<file path="src/rtl/tdm_demux8x16.sv">
// tdm_demux8x16: round-robin demultiplexer of a 16-bit word stream into
// eight parallel channel slots (a..h), with a capture bank double-buffered
// against the output bank.
// Optional feature macro: TDM_DEMUX_SOF_EN (in_sof restarts the frame).
module tdm_demux8x16 (
    input  logic        clk,
    input  logic        reset,
    input  logic        in_valid,
    output logic        in_ready,
    input  logic [15:0] in_data,
    input  logic        in_sof,
    output logic [2:0]  chan,
    output logic [15:0] a,
    output logic [15:0] b,
    output logic [15:0] c,
    output logic [15:0] d,
    output logic [15:0] e,
    output logic [15:0] f,
    output logic [15:0] g,
    output logic [15:0] h,
    output logic        out_valid,
    input  logic        out_ready
);

    localparam int unsigned W     = 16;
    localparam int unsigned NCH   = 8;
    localparam int unsigned CHW   = 3;

    // cap_q[0..6] collect the partial frame; cap_q[7] parks the last word
    // of a frame that completed while the output bank was still occupied.
    logic [W-1:0]   cap_q  [NCH];
    logic [W-1:0]   cap_n  [NCH];
    logic [W-1:0]   bank_q [NCH];
    logic [W-1:0]   bank_n [NCH];
    logic [CHW-1:0] chan_n;
    logic           pending_q;
    logic           pending_n;
    logic           in_ready_n;
    logic           out_valid_n;
    logic           accept;
    logic           bank_free;
    logic           sof_hit;

`ifdef TDM_DEMUX_SOF_EN
    assign sof_hit = in_sof;
`else
    logic unused_sof;
    assign unused_sof = in_sof;
    assign sof_hit    = 1'b0;
`endif

    assign accept    = in_valid && in_ready;
    assign bank_free = !out_valid || out_ready;

    // Next-state: capture, frame completion, stall parking and draining.
    always_comb begin
        chan_n      = chan;
        cap_n       = cap_q;
        bank_n      = bank_q;
        pending_n   = pending_q;
        out_valid_n = out_valid;

        if (out_valid && out_ready) begin
            out_valid_n = 1'b0;
        end

        if (pending_q) begin
            // Parked frame moves out as soon as the consumer takes the old one.
            if (out_ready) begin
                bank_n      = cap_q;
                out_valid_n = 1'b1;
                pending_n   = 1'b0;
            end
        end else if (accept) begin
            if (sof_hit) begin
                cap_n[0] = in_data;
                chan_n   = CHW'(1);
            end else if (chan != CHW'(NCH - 1)) begin
                cap_n[chan] = in_data;
                chan_n      = chan + CHW'(1);
            end else begin
                chan_n = '0;
                if (bank_free) begin
                    for (int i = 0; i < NCH - 1; i++) begin
                        bank_n[i] = cap_q[i];
                    end
                    bank_n[NCH-1] = in_data;
                    out_valid_n   = 1'b1;
                end else begin
                    cap_n[NCH-1] = in_data;
                    pending_n    = 1'b1;
                end
            end
        end

        in_ready_n = !pending_n;
    end

    // State registers with synchronous reset.
    always_ff @(posedge clk) begin
        if (reset) begin
            chan      <= '0;
            pending_q <= 1'b0;
            in_ready  <= 1'b1;
            out_valid <= 1'b0;
            for (int i = 0; i < NCH; i++) begin
                cap_q[i]  <= '0;
                bank_q[i] <= '0;
            end
        end else begin
            chan      <= chan_n;
            pending_q <= pending_n;
            in_ready  <= in_ready_n;
            out_valid <= out_valid_n;
            cap_q     <= cap_n;
            bank_q    <= bank_n;
        end
    end

    assign a = bank_q[0];
    assign b = bank_q[1];
    assign c = bank_q[2];
    assign d = bank_q[3];
    assign e = bank_q[4];
    assign f = bank_q[5];
    assign g = bank_q[6];
    assign h = bank_q[7];

endmodule

</file>
<file path="config.mk">
export PLATFORM = sky130hd
export DESIGN_NAME = tdm_demux8x16
export DESIGN_NICKNAME = d
export VERILOG_FILES = /design/src/rtl/tdm_demux8x16.sv
export SDC_FILE = /design/constraint.sdc
export NUM_CORES = 1
export LEC_CHECK = 0
export BUFFER_PORTS_ARGS = -buffer_cell sky130_fd_sc_hd__buf_2
export CAP_MARGIN = 40
export CORE_MARGIN = 3
export CORE_UTILIZATION = 49
export DETAILED_ROUTE_END_ITERATION = 7
export GPL_TIMING_DRIVEN = 0
export HOLD_SLACK_MARGIN = 0.12
export PLACE_DENSITY = 0.7
export REMOVE_ABC_BUFFERS = 1
export SLEW_MARGIN = 5
export SYNTH_ARGS = -nofsm -noshare
export SYNTH_HDL_FRONTEND = slang
export SYNTH_SLANG_ARGS = --single-unit
</file>
<file path="constraint.sdc">
create_clock -name clk -period 3 [get_ports clk]
set_input_delay 0.15 -clock clk [delete_from_list [all_inputs] [get_ports clk]]
set_output_delay 0.15 -clock clk [all_outputs]
set_load 0.03 [all_outputs]
</file>
# Word level (Yosys, flattened, before mapping)
# Index checks and enable logic that the tools add are counted.
[totals]
register_bits = 262
inputBits = 21
out_inout_bits = 133
word_cells = 63
[op_classes]
n_addsub = 1
n_lt_le_gt_ge = 2
eq_ne = 4
n_mux = 22
n_bitwise = 2
reduce_logical = 12
[ops]
columns = ["op", "count"]
rows = [
  ["$mux W128", 5],
  ["$bwmux W128", 1],
  ["$demux W16 S3", 1],
  ["$mux W16", 3],
  ["$mux W1", 11],
  ["$reduce_and A3 Y1", 2],
  ["$ge A4 B4 Y1 const B", 1],
  ["$lt A4 B1 Y1 const B", 1],
  ["$ne A2 B2 Y1 const B", 2],
  ["$not A3 Y4", 1],
  ["$reduce_and A4 Y1", 1],
  ["$reduce_bool A2 Y1", 2],
  ["$add A3 B1 Y3 const B", 1],
  ["$logic_and A1 B1 Y1", 3],
  ["$mux W3", 1],
  ["$ne A3 B3 Y1 const B", 1],
  ["$logic_not A1 Y1", 2],
  ["$ne A2 B1 Y1 const B", 1],
  ["$reduce_and A2 Y1", 1],
  ["$logic_or A1 B1 Y1", 1],
  ["$not A1 Y1", 1],
]

# Longest topological paths before layout
# Gate-level depths: netlist of the first run.
[depth]
depth_word = 7
mapped_depth = 8
depth_no_buf = 5

# Worst setup path before layout of the first run
# Ideal clock, no wire load.
[synth_path]
path_kind = "register to register"
startpoint = "register chan[0]"
endpoint = "register cap_q[86] in the netlist's numbering"
arrival_ps = 1993
t_required_ps = 2875
slack_ps = 881
stages_incl_launch_ff = 8
cell_sequence = "dfxtp_1 ha_1 ha_1 nand4bb_4 or4b_4 buf_6 buf_6 mux2i_1"
[synth_via]
elab_chain_len = 6
[synth_rtl]
columns = ["item", "line", "rtl"]
rows = [
  ["start: declaration", "12", "output logic [2:0] chan,"],
  ["start signal: assignment", "111", "chan <= chan_n;"],
  ["$not A3 Y4 (implied by the code)", "79", "cap_n[chan] = in_data;"],
  ["$ge A4 B4 Y1 (implied by the code) / $lt A4 B1 Y1 (equally long branches)", "79", ""],
  ["$logic_and A1 B1 Y1 (implied by the code)", "79", ""],
  ["$mux W16 (implied by the code)", "79", ""],
  ["$demux W16 S3", "79", ""],
  ["$bwmux W128", "79", ""],
  ["end signal: assignment", "115", "cap_q <= cap_n;"],
  ["end: declaration", "31", "logic [W-1:0] cap_q [NCH];"],
]
# Several ways; a longest one is shown, not always the timed one.
# A chain may end at the register's enable or synchronous reset.

# Final worst setup path of the first run
[layout_path]
startpoint = "register pending_q"
endpoint = "register bank_q (netlist bit a[4])"
[layout_via]
elab_chain_len = 2
[layout_rtl]
columns = ["item", "line", "rtl"]
rows = [
  ["start: declaration", "36", "logic pending_q;"],
  ["start signal: assignment", "112", "pending_q <= pending_n;"],
  ["$ne A2 B2 Y1 (no source line) / $reduce_bool A2 Y1 (equally long branches)", "n/a", ""],
  ["$reduce_and A4 Y1 (no source line)", "n/a", ""],
  ["end signal: assignment", "116", "bank_q <= bank_n;"],
  ["end: declaration", "33", "logic [W-1:0] bank_q [NCH];"],
]
# Several ways; a longest one is shown, not always the timed one.

==> results of run 1 <==
==> critical path: cells and delay by family, from the launching register on <==
kind,cells,cell delay (ns)
AO/OA/AOI/OAI,1,0.42
buffers and inverters,2,0.56
flip-flops,1,0.82
multiplexers,1,0.23
AND/OR/NAND/NOR,1,0.59
==> cell usage in the layout (no fill, tap or decap), drive strengths merged, types with 2 or more instances in the layout <==
master       instances
a21oi               18
mux2i              260
a31o                 2
a211oi              16
clkbuf              42
dfxtp              262
or4b                 2
ha                   3
nand4b               4
bufinv               2
dlygate4sd3         20
clkinv               3
clkinvlp             2
nand2                2
buf                166
o21bai               2
nor2                 5
nand3b              19
nand2b             256
==> registers in the layout, indices dropped and copies added (netlist names), 3 cells and up <==
name / cells
c: 16
cap_q: 128
f: 16
g: 16
chan: 3
h: 16
e: 16
b: 16
d: 16
a: 16
==> final cells by class <==
class / count / area, um^2 / share of cell area [%]
Clock inverter: 7 / 90.1 / 0.719
Tap cell: 270 / 338 / 2.70
Sequential cell: 262 / 5250 / 41.8
Multi-Input combinational cell: 598 / 4830 / 38.5
Timing Repair Buffer: 186 / 1220 / 9.74
Clock buffer: 42 / 812 / 6.48
==> power by group through the flow <==
stage,clock [uW],sequential [uW],combinational (uW)
6_report,3370,3530,300
5_1_grt,3580,3530,324
4_1_cts,3450,3530,302
3_5_place_dp,0,3610,281
3_3_place_gp,0,3600,276
2_1_floorplan,0,3610,154
==> repair_timing <==
action	4_1_cts	5_1_grt
setup buffers	0	0
hold buffers	20	0
hold endpoints to repair	67	0
==> kinds of logic (layout without fill, tap and decap cells) <==
group	after synthesis	in the layout	synth area share [%]
buffers and inverters	70	235	3.17
AOI/OAI and AO/OA	39	39	2.51
DFF	262	262	50.5
muxes	260	260	25.1
and+or+nand+nor	296	296	18.3
adders and majority gates	3	3	0.362
==> metal layers <==
metal  up-vias  track usage (%)  wire [um]
met5         -                0          0
met4         0             3.64        272
met3        23             3.90       1290
met2       129             30.7      10100
met1      3218             26.4      10700
li1       3449                -          -
==> worst paths after layout <==
path / slack (ns) / end
worst min register to register: 0.47 / cap_q[7]
worst min-delay path: 0.47 / cap_q[7]
worst max-delay path: 0.28 / a[4]
worst max register to register: 0.28 / a[4]
==> through the flow <==
stage          instance area, um^2  power [uW]  utilization, %
2_1_floorplan                10000        3760               -
3_5_place_dp                 11400        3890            55.7
4_1_cts                      12500        7280            61.1
6_report                     12500        7200            61.2
5_1_grt                      12500        7430            61.2
3_3_place_gp                 11100        3880            54.4
==> summary.txt, run 1 <==
Run status
  – Status: completed

Pwr
  – Power Density: 574 nW/um^2
  – Seq pwr share: 49.0%
  – Maximum VDD drop: 445 uV
  – Internal power: 5680 uW
  – Combinational share of power: 4.2%
  – P_sw: 1520 uW
  – Leakage power: 0.00579 uW
  – Clock Power Share: 46.8%
  – Switching share of power: 21.1%

Setup path
  – Crit-path max cell delay: 0.82 ns
  – CP startpoint kind: flip-flop
  – Crit. End Element: flip-flop
  – CP max stage cell: dfxtp_1
  – Worst Path Max Fanout: 34
  – Worst reg2reg startpoint: pending_q
  – R2R cell count: 5
  – Cell Chain, Critical Path: buf_16, a31o_2, and2_4, buf_12, mux2i_1
  – WP data arrival: 3.16 ns
  – Worst Path Required: 3.43 ns
  – CP Class: flip-flop to flip-flop
  – Setup crit start: pending_q

Drt
  – Routed WL: 22400 um
  – DR iter-0 viols: 329
  – Routed len/inst: 16.4 um
  – Routed vias/inst: 5.00
  – Vias: 6819
  – Final ANT Viol Nets: 0
  – DRC: 0
  – Pre-antenna DRT Iters: 4

Timing
  – Max-Slew Margin vs Limit: 42.8%
  – RSZ-0062 raised after global routing: false
  – Setup TNS Final: 0 ns
  – Max frequency: 367 MHz
  – Final hold slack: 0.468 ns
  – Final hold vios: 0
  – Worst Tran Pin Value: 0.854 ns
  – Setup Viol. Count Final: 0
  – Clock Skews: 0.0110 ns
  – Final period util: 90.7%
  – Final worst slack: 0.278 ns
  – Final number of max-transition violations: 0
  – Tmin final: 2.72 ns

Worst hold path
  – Hold depth: 2
  – Worst min path class: flip-flop to flip-flop
  – Hold Startpoint: cap_q[7]

Clock tree
  – CTS Buffer Depth: 3
  – Post-CTS sizing: 0
  – Clock transition at path regs: 0.06 ns
  – Root Driver: clkbuf_16
  – Clock latency on the worst-skew pair: 0.52 ns
  – Htree depth: 1
  – CTS Sinks: 262
  – CTS tree: done
  – Number of buffers created by CTS: 27

Logic synthesis
  – Mapped Cells: 930
  – Synth Area per Inst: 11.2 um^2
  – Register bit count reported by yosys: 262
  – FFs w/ async S/R, synth: 0%
  – Post-synth EDFFs: 0
  – Synth cell count leaders: 262 x dfxtp_1, 260 x mux2i_1, 256 x nand2b_1
  – Sequential-to-total area share from yosys stat: 50.5%
  – Synth cell types: 29
  – Top cell type by total area after synthesis: dfxtp_1
  – Synth Warn #: 0
  – Top_reg_cell synth: dfxtp_1
  – Synth top area share: 50.5%
  – Post-Syn Area: 10400 um^2
  – Synth top area cells: dfxtp_1 51%, mux2i_1 25%, nand2b_1 15%, clkbuf_1 1.5%, nand3b_1 1.4%
  – Top-count cell post-synth: dfxtp_1

Die
  – Area of the core: 20500 um^2
  – Die X: 152 um
  – Ports: 154
  – Row count: 52
  – Die height: 152 um
  – Full die area: 23000 um^2
  – Initial Util: 50.6%

Finish
  – Post-Layout Cell Count: 1365
  – Final nets: 1099
  – Layout fillers: 1696
  – Ant diodes: 0
  – Area Growth Syn to Fin: 20.8%
  – Layout cell share with drive strength beyond 1: 20.0%

GRT
  – Vias in the first global route: 6481
  – Pin count of the biggest net entering global routing: 164
  – Total grt overflow: 0
  – First-pass GRT wire length: 34900 um
  – GRT Total Usage: 18.9%
  – Initial antenna violation count: 0

Place
  – RD Place Congestion: 0.708
  – Place WS: 0.246 ns
  – IO Port Bufs: 152
  – Post-DP HPWL: 14200 um
  – Placed cells: 1295

Run
  – Max-Cap Viols: 0
Power figures use the tool's default switching activity.
==> inputs of run 2 (changes only) <==
--- a/config.mk
+++ b/config.mk
@@ -7,12 +7,10 @@
 export LEC_CHECK = 0
 export BUFFER_PORTS_ARGS = -buffer_cell sky130_fd_sc_hd__buf_2
 export CAP_MARGIN = 40
-export CORE_MARGIN = 3
-export CORE_UTILIZATION = 49
+export CORE_UTILIZATION = 38
 export DETAILED_ROUTE_END_ITERATION = 7
 export GPL_TIMING_DRIVEN = 0
 export HOLD_SLACK_MARGIN = 0.12
-export PLACE_DENSITY = 0.7
 export REMOVE_ABC_BUFFERS = 1
 export SLEW_MARGIN = 5
 export SYNTH_ARGS = -nofsm -noshare
==> run 2 against run 1 <==
  * Sequential power about the same
  * Combinational power decreased by 2%
  * Die area increased by 22%
  * Via count decreased by 1.1%
  * Global-route usage decreased by 2.5 points
  * Critical endpoint is now b[10]
  * Critical path depth unchanged
  * Clock power about the same
  * Critical path type unchanged
  * Hold slack got worse by 0.27 ns
  * Design area increased by 0.49%
==> summary.txt, run 2 (synthesis gave the netlist of run 1 again) <==
Pwr
  – Maximum VDD drop: 385 uV (-14%)
  – Power Density: 569 nW/um^2 (-0.91%)
  – P_sw: 1520 uW (about the same)
  – Combinational share of power: 4.1% (about the same)
  – Leakage power: 0.00578 uW (-0.11%)
  – Switching share of power: 21.2% (+0.099 points)
  – Seq pwr share: 49.2% (+0.2 points)
  – Tot Pwr: 7170 uW (-0.43%)
  – Internal power: 5650 uW (-0.55%)
  – Clock Power Share: 46.7% (about the same)

Place
  – Placed Area: 11500 um^2 (+0.78%)
  – RD Place Congestion: 0.669 (-5.5%)
  – IO Port Bufs: 152 (unchanged)
  – Post-DP HPWL: 14700 um (+3.6%)

Finish
  – Ant diodes: 0 (unchanged)
  – Layout cell share with drive strength beyond 1: 19.7% (-0.26 points)
  – Multi-input logic area: 4830 um^2 (unchanged)
  – Area Growth Syn to Fin: 21.4%
  – Final instance area: 12600 um^2 (+0.49%)
  – Largest Register: cap_q
  – Most frequent cells in the layout: 262 x dfxtp_1, 260 x mux2i_1, 256 x nand2b_1
  – Register area: 5250 um^2 (unchanged)
  – Layout fillers: 2539 (+50%)
  – Number of flip-flops in the largest register: 128 (unchanged)
  – Commonest non-fill, non-tap cell in the layout: dfxtp_1
  – Final nets: 1098 (-0.091%)

Setup path
  – WP data arrival: 3.21 ns (+0.05 ns)
  – Worst Path Required: 3.46 ns (+0.03 ns)
  – Worst Path Max Fanout: 38 (+12%)
  – Worst reg2reg startpoint: pending_q
  – FF-to-FF setup slack: 0.25 ns (-0.03 ns)
  – Reg2reg end: b[10]
  – R2R cell count: 5 (unchanged)
  – CP startpoint kind: flip-flop
  – Crit. End Element: flip-flop
  – CP Class: flip-flop to flip-flop

GRT
  – Pin count of the biggest net entering global routing: 150 (-8.5%)
  – Total grt overflow: 0 (unchanged)
  – Initial antenna violation count: 0 (unchanged)
  – Vias in the first global route: 6475 (-0.093%)
  – GRT Total Usage: 16.4% (-2.5 points)
  – First-pass GRT wire length: 36800 um (+5.5%)

Clock tree
  – CTS tree: done
  – CTS Buffer Depth: 3 (unchanged)
  – Htree depth: 1 (unchanged)
  – Number of buffers created by CTS: 28 (+3.7%)
  – CTS Sinks: 262 (unchanged)
  – Clock latency on the worst-skew pair: 0.53 ns (about the same)
  – Clock transition at path regs: 0.06 ns (about the same)
  – Root Driver: clkbuf_16

Timing
  – Setup TNS Final: 0 ns (unchanged)
  – Final number of max-transition violations: 0 (unchanged)
  – Max-Slew Margin vs Limit: 45.0% (+2.2 points)
  – Final hold slack: 0.194 ns (-0.275 ns)
  – Tmin final: 2.75 ns (+0.0272 ns)
  – Clock Skews: 0.00521 ns (-0.00576 ns)
  – Max frequency: 364 MHz (-0.99%)
  – Worst Tran Pin Value: 0.824 ns (-0.0300 ns)
  – Final hold vios: 0 (unchanged)
  – Setup Viol. Count Final: 0 (unchanged)
  – RSZ-0062 raised after global routing: false
  – Final period util: 91.7% (+0.91 points)

Run
  – Max-Cap Viols: 0 (unchanged)

Die
  – Initial Util: 38.6% (-12 points)
  – Full die area: 28000 um^2 (+22%)
  – Ports: 154 (unchanged)
  – Die height: 167 um (+10%)
  – Die X: 167 um (+10%)
  – Area of the core: 26900 um^2 (+31%)
  – Row count: 60 (+15%)

Worst hold path
  – Worst min path class: primary input to flip-flop
  – Hold Startpoint: reset
  – Worst Hold End: h[0]
  – Hold depth: 2 (unchanged)

Drt
  – Final ANT Viol Nets: 0 (unchanged)
  – Routed vias/inst: 4.70 (-5.9%)
  – DRC: 0 (unchanged)
  – DR iter-0 viols: 329 (unchanged)
  – Routed WL: 23100 um (+3.2%)
  – Vias: 6744 (-1.1%)
  – Pre-antenna DRT Iters: 4 (unchanged)
  – Routed len/inst: 16.1 um (-1.9%)

Run status
  – Status: completed
[run 2: cell count changes in the layout (fill, tap and decap cells not counted)]
cell / previous run / this run
buf_12: 1 / 0
buf_16: 4 / 5
buf_6: 2 / 3
buf_8: 7 / 5
bufinv_16: 2 / 1
clkbuf_1: 7 / 10
clkbuf_16: 27 / 29
clkbuf_8: 8 / 6
clkinv_2: 3 / 4
clkinvlp_4: 2 / 0
dlygate4sd3_1: 20 / 19
[run 2: timing repair]
action,in CTS,in global routing
setup buffers,0,0
hold endpoints to repair,92,0
hold buffers,19,0
resized for setup,0,0
[run 2: stage by stage]
step / setup slack, ns / utilization, % / instances
after global placement: -2.30 / 41.8 / 1353
after floorplan: -0.706 / - / 860
after global routing: 0.0309 / 46.9 / 1435
after detailed placement: 0.230 / 42.8 / 1366
after CTS: 0.191 / 46.9 / 1435
final: 0.250 / 46.9 / 1435
[run 2: power by group through the flow]
stage	Combinational (uW)	Sequential, uW	Clock [uW]
after global placement	280	3600	0
after CTS	299	3530	3450
after detailed placement	280	3600	0
after global routing	319	3530	3600
after floorplan	154	3610	0
final	294	3530	3350
[run 2: worst max-delay path, cell delays in order (launching register included)]
cell and delay, ns:
dfxtp_1 0.81, buf_16 0.23, a31o_2 0.44, and2_4 0.61
buf_16 0.30, mux2i_1 0.22
[run 2: cell type report]
type | count | area share, %
flip-flops and latches | 262 | 41.6
multi-input cells | 598 | 38.3
clock buffers | 45 | 6.72
clock inverters | 5 | 0.397
repair buffers | 184 | 9.53
well taps | 341 | 3.39
[run 2: worst max path at each step]
stage / slack (ns) / start / to / depth (start not counted)
floorplan: -0.71 / chan[0] / a[0] / 5
global placement: -2.30 / pending_q / b[10] / 3
detailed placement: 0.23 / pending_q / c[4] / 5
CTS: 0.19 / pending_q / b[10] / 5
global route: 0.03 / pending_q / b[10] / 5
finish: 0.25 / pending_q / b[10] / 5
[run 2: per-layer routing]
metal  part of all wire (%)  global-route usage [%]  vias up
met4                    1.7                    3.79        0
met2                     44                    26.2      129
li1                       -                       -     3437
met3                    5.6                    3.95       31
met5                      0                       0        -
met1                     49                    22.4     3147
==> inputs of run 3 (changes only) <==
--- a/config.mk
+++ b/config.mk
@@ -9,7 +9,6 @@
 export CAP_MARGIN = 40
 export CORE_UTILIZATION = 38
 export DETAILED_ROUTE_END_ITERATION = 7
-export GPL_TIMING_DRIVEN = 0
 export HOLD_SLACK_MARGIN = 0.12
 export REMOVE_ABC_BUFFERS = 1
 export SLEW_MARGIN = 5
==> run 3 against run 2 <==
  * Design area is 0.15% lower
  * Largest power group unchanged
  * Flip-flop and latch count did not move
  * First-iteration DRC count down 12%
  * Critical path depth increased by 1
  * Largest cell class unchanged
  * Power down 0.95%
  * Register-to-register slack gained 0.40 ns
  * Via count grew 0.40%
  * Combinational power grew 2%
==> summary.txt, run 3 (synthesis gave the netlist of run 1 again) <==
Timing
  – Final period util: 78.3% (-13 points)
  – Tmin final: 2.35 ns (-0.400 ns)
  – Max frequency: 426 MHz (+17%)
  – Clock Skews: 0.0157 ns (+0.0105 ns)
  – Setup Viol. Count Final: 0 (unchanged)
  – Final number of max-transition violations: 0 (unchanged)
  – Max-Slew Margin vs Limit: 64.5% (+20 points)
  – Worst Tran Pin Value: 0.532 ns (-0.292 ns)
  – RSZ-0062 raised after global routing: false
  – Final worst slack: 0.651 ns (+0.400 ns)
  – Final hold vios: 0 (unchanged)

Clock tree
  – Number of buffers created by CTS: 28 (unchanged)
  – Clock latency on the worst-skew pair: 0.54 ns (about the same)
  – Htree depth: 1 (unchanged)
  – Clock transition at path regs: 0.06 ns (about the same)
  – Root Driver: clkbuf_16
  – CTS tree: done
  – CTS Sinks: 262 (unchanged)
  – CTS Buffer Depth: 3 (unchanged)
  – Post-CTS sizing: 0 (unchanged)

GRT
  – GRT Total Usage: 16.8% (+0.36 points)
  – Vias in the first global route: 6477 (+0.031%)
  – Total grt overflow: 0 (unchanged)
  – Initial antenna violation count: 1 (+1)
  – First-pass GRT wire length: 37200 um (+1.0%)
  – Pin count of the biggest net entering global routing: 78 (-48%)

Die
  – Row count: 60 (unchanged)
  – Die X: 167 um (unchanged)
  – Full die area: 28000 um^2 (unchanged)
  – Ports: 154 (unchanged)
  – Initial Util: 38.6% (unchanged)
  – Die height: 167 um (unchanged)
  – Area of the core: 26900 um^2 (unchanged)

Setup path
  – Crit-path max cell delay: 0.64 ns (-0.17 ns)
  – CP most frequent cell: ha_1
  – Worst Path Max Fanout: 13 (-66%)
  – Reg2reg end: cap_q[107]
  – CP Class: flip-flop to flip-flop
  – CP max stage cell: or4b_1
  – WP data arrival: 2.76 ns (-0.45 ns)
  – Worst reg2reg startpoint: chan[0]
  – Cell Chain, Critical Path: ha_1, ha_1, nand4bb_4, or4b_1, buf_4, mux2i_1
  – R2R cell count: 6 (+1)
  – Worst Path Required: 3.41 ns (-0.05 ns)
  – FF-to-FF setup slack: 0.65 ns (+0.40 ns)
  – CP startpoint kind: flip-flop
  – Crit. End Element: flip-flop

Finish
  – Layout cell share with drive strength beyond 1: 20.5% (+0.80 points)
  – Register area: 5250 um^2 (about the same)
  – Final nets: 1108 (+0.91%)
  – Largest Register: cap_q
  – Number of flip-flops in the largest register: 128 (unchanged)
  – Area Growth Syn to Fin: 21.2%
  – Most frequent cells in the layout: 261 x dfxtp_1, 260 x mux2i_1, 256 x nand2b_1
  – Multi-input logic area: 4830 um^2 (unchanged)
  – Final Core Density: 46.8% (-0.070 points)
  – Post-Layout Cell Count: 1442 (+0.49%)
  – Layout fillers: 2482 (-2.2%)
  – Commonest non-fill, non-tap cell in the layout: dfxtp_1

Place
  – RD Place Congestion: 0.725 (+8.3%)
  – Placed cells: 1377 (+0.81%)
  – Place WS: 0.635 ns (+0.405 ns)
  – Post-DP HPWL: 15000 um (+1.8%)
  – IO Port Bufs: 152 (unchanged)

Pwr
  – Power Density: 565 nW/um^2 (-0.80%)
  – Internal power: 5570 uW (-1.5%)
  – Clock Power Share: 46.1% (-0.6 points)
  – Switching share of power: 21.6% (+0.42 points)
  – Maximum VDD drop: 345 uV (-10%)
  – Leakage power: 0.00578 uW (about the same)
  – Combinational share of power: 4.2% (about the same)
  – Seq pwr share: 49.7% (+0.5 points)
  – P_sw: 1530 uW (+1.0%)

Worst hold path
  – Worst min path class: primary input to flip-flop
  – Hold Startpoint: reset
  – Worst Hold End: c[4]
  – Hold depth: 3 (+1)

Run status
  – Status: completed

Drt
  – Routed vias/inst: 4.70 (about the same)
  – Pre-antenna DRT Iters: 6 (+2)
  – Routed WL: 23800 um (+2.8%)
  – DR iter-0 viols: 289 (-12%)
  – DRC: 0 (unchanged)
  – Routed len/inst: 16.5 um (+2.3%)
  – Vias: 6771 (+0.40%)
  – Final ANT Viol Nets: 0 (unchanged)

Run
  – Max-Cap Viols: 0 (unchanged)
==> run 3: cell types whose count changed in the layout (fill, tap and decap cells not counted), sizes merged <==
| cell | delta |
|---|---|
| buf | +11 |
| clkbuf | -5 |
| clkinvlp | +1 |
| diode | +1 |
| dlygate4sd3 | -1 |
==> run 3: stage by stage <==
step                      power [uW]  hold WS [ns]  TNS (ns)  instance area, um^2
after global placement          3890         0.449         0                11500
after global routing            7380         0.214         0                12600
after CTS                       7200         0.200         0                12600
after detailed placement        3890         0.457         0                11500
final                           7100         0.195         0                12600
after floorplan                 3760         0.219    -86.17                10000
==> run 3: worst max-delay path by stage <==
stage | slack [ns] | from | to | cells after the start
floorplan | -0.71 | chan[0] | a[0] | 5
global placement | 0.65 | chan[0] | cap_q[101] | 6
detailed placement | 0.64 | chan[0] | cap_q[107] | 6
CTS | 0.62 | chan[0] | cap_q[107] | 6
global route | 0.54 | chan[0] | cap_q[107] | 6
finish | 0.65 | chan[0] | cap_q[107] | 6
==> run 3: area by class of cell <==
class	instances	area share, %
flip-flops and latches	262	41.7
multi-input cells	598	38.4
diodes	1	0.0199
clock buffers	40	6.34
well taps	341	3.39
repair buffers	194	9.66
clock inverters	6	0.488
==> run 3: worst max-delay path, delay by kind of cell (launching register included) <==
family	cells	cell delay (ns)
multiplexers	1	0.16
AND/OR/NAND/NOR	2	0.86
flip-flops	1	0.40
buffers and inverters	1	0.30
adder cells (fa/ha/maj)	2	0.48
==> run 3: timing repair <==
item	CTS	global route
setup buffers	0	0
hold endpoints to repair	93	0
endpoints found under the setup margin	0	0
hold buffers	18	0
==> run 3: layer usage <==
| metal | track usage (%) | wire [um] |
|---|---|---|
| met4 | 3.15 | 224 |
| met1 | 23.2 | 11400 |
| met5 | 0 | 0 |
| met2 | 26.6 | 10700 |
| met3 | 4.21 | 1400 |
==> run 3: power by group through the flow <==
stage | clock network, uW | logic [uW] | registers [uW]
after CTS | 3370 | 304 | 3530
after global routing | 3520 | 324 | 3530
after global placement | 0 | 283 | 3600
after detailed placement | 0 | 284 | 3600
after floorplan | 0 | 154 | 3610
final | 3270 | 300 | 3530
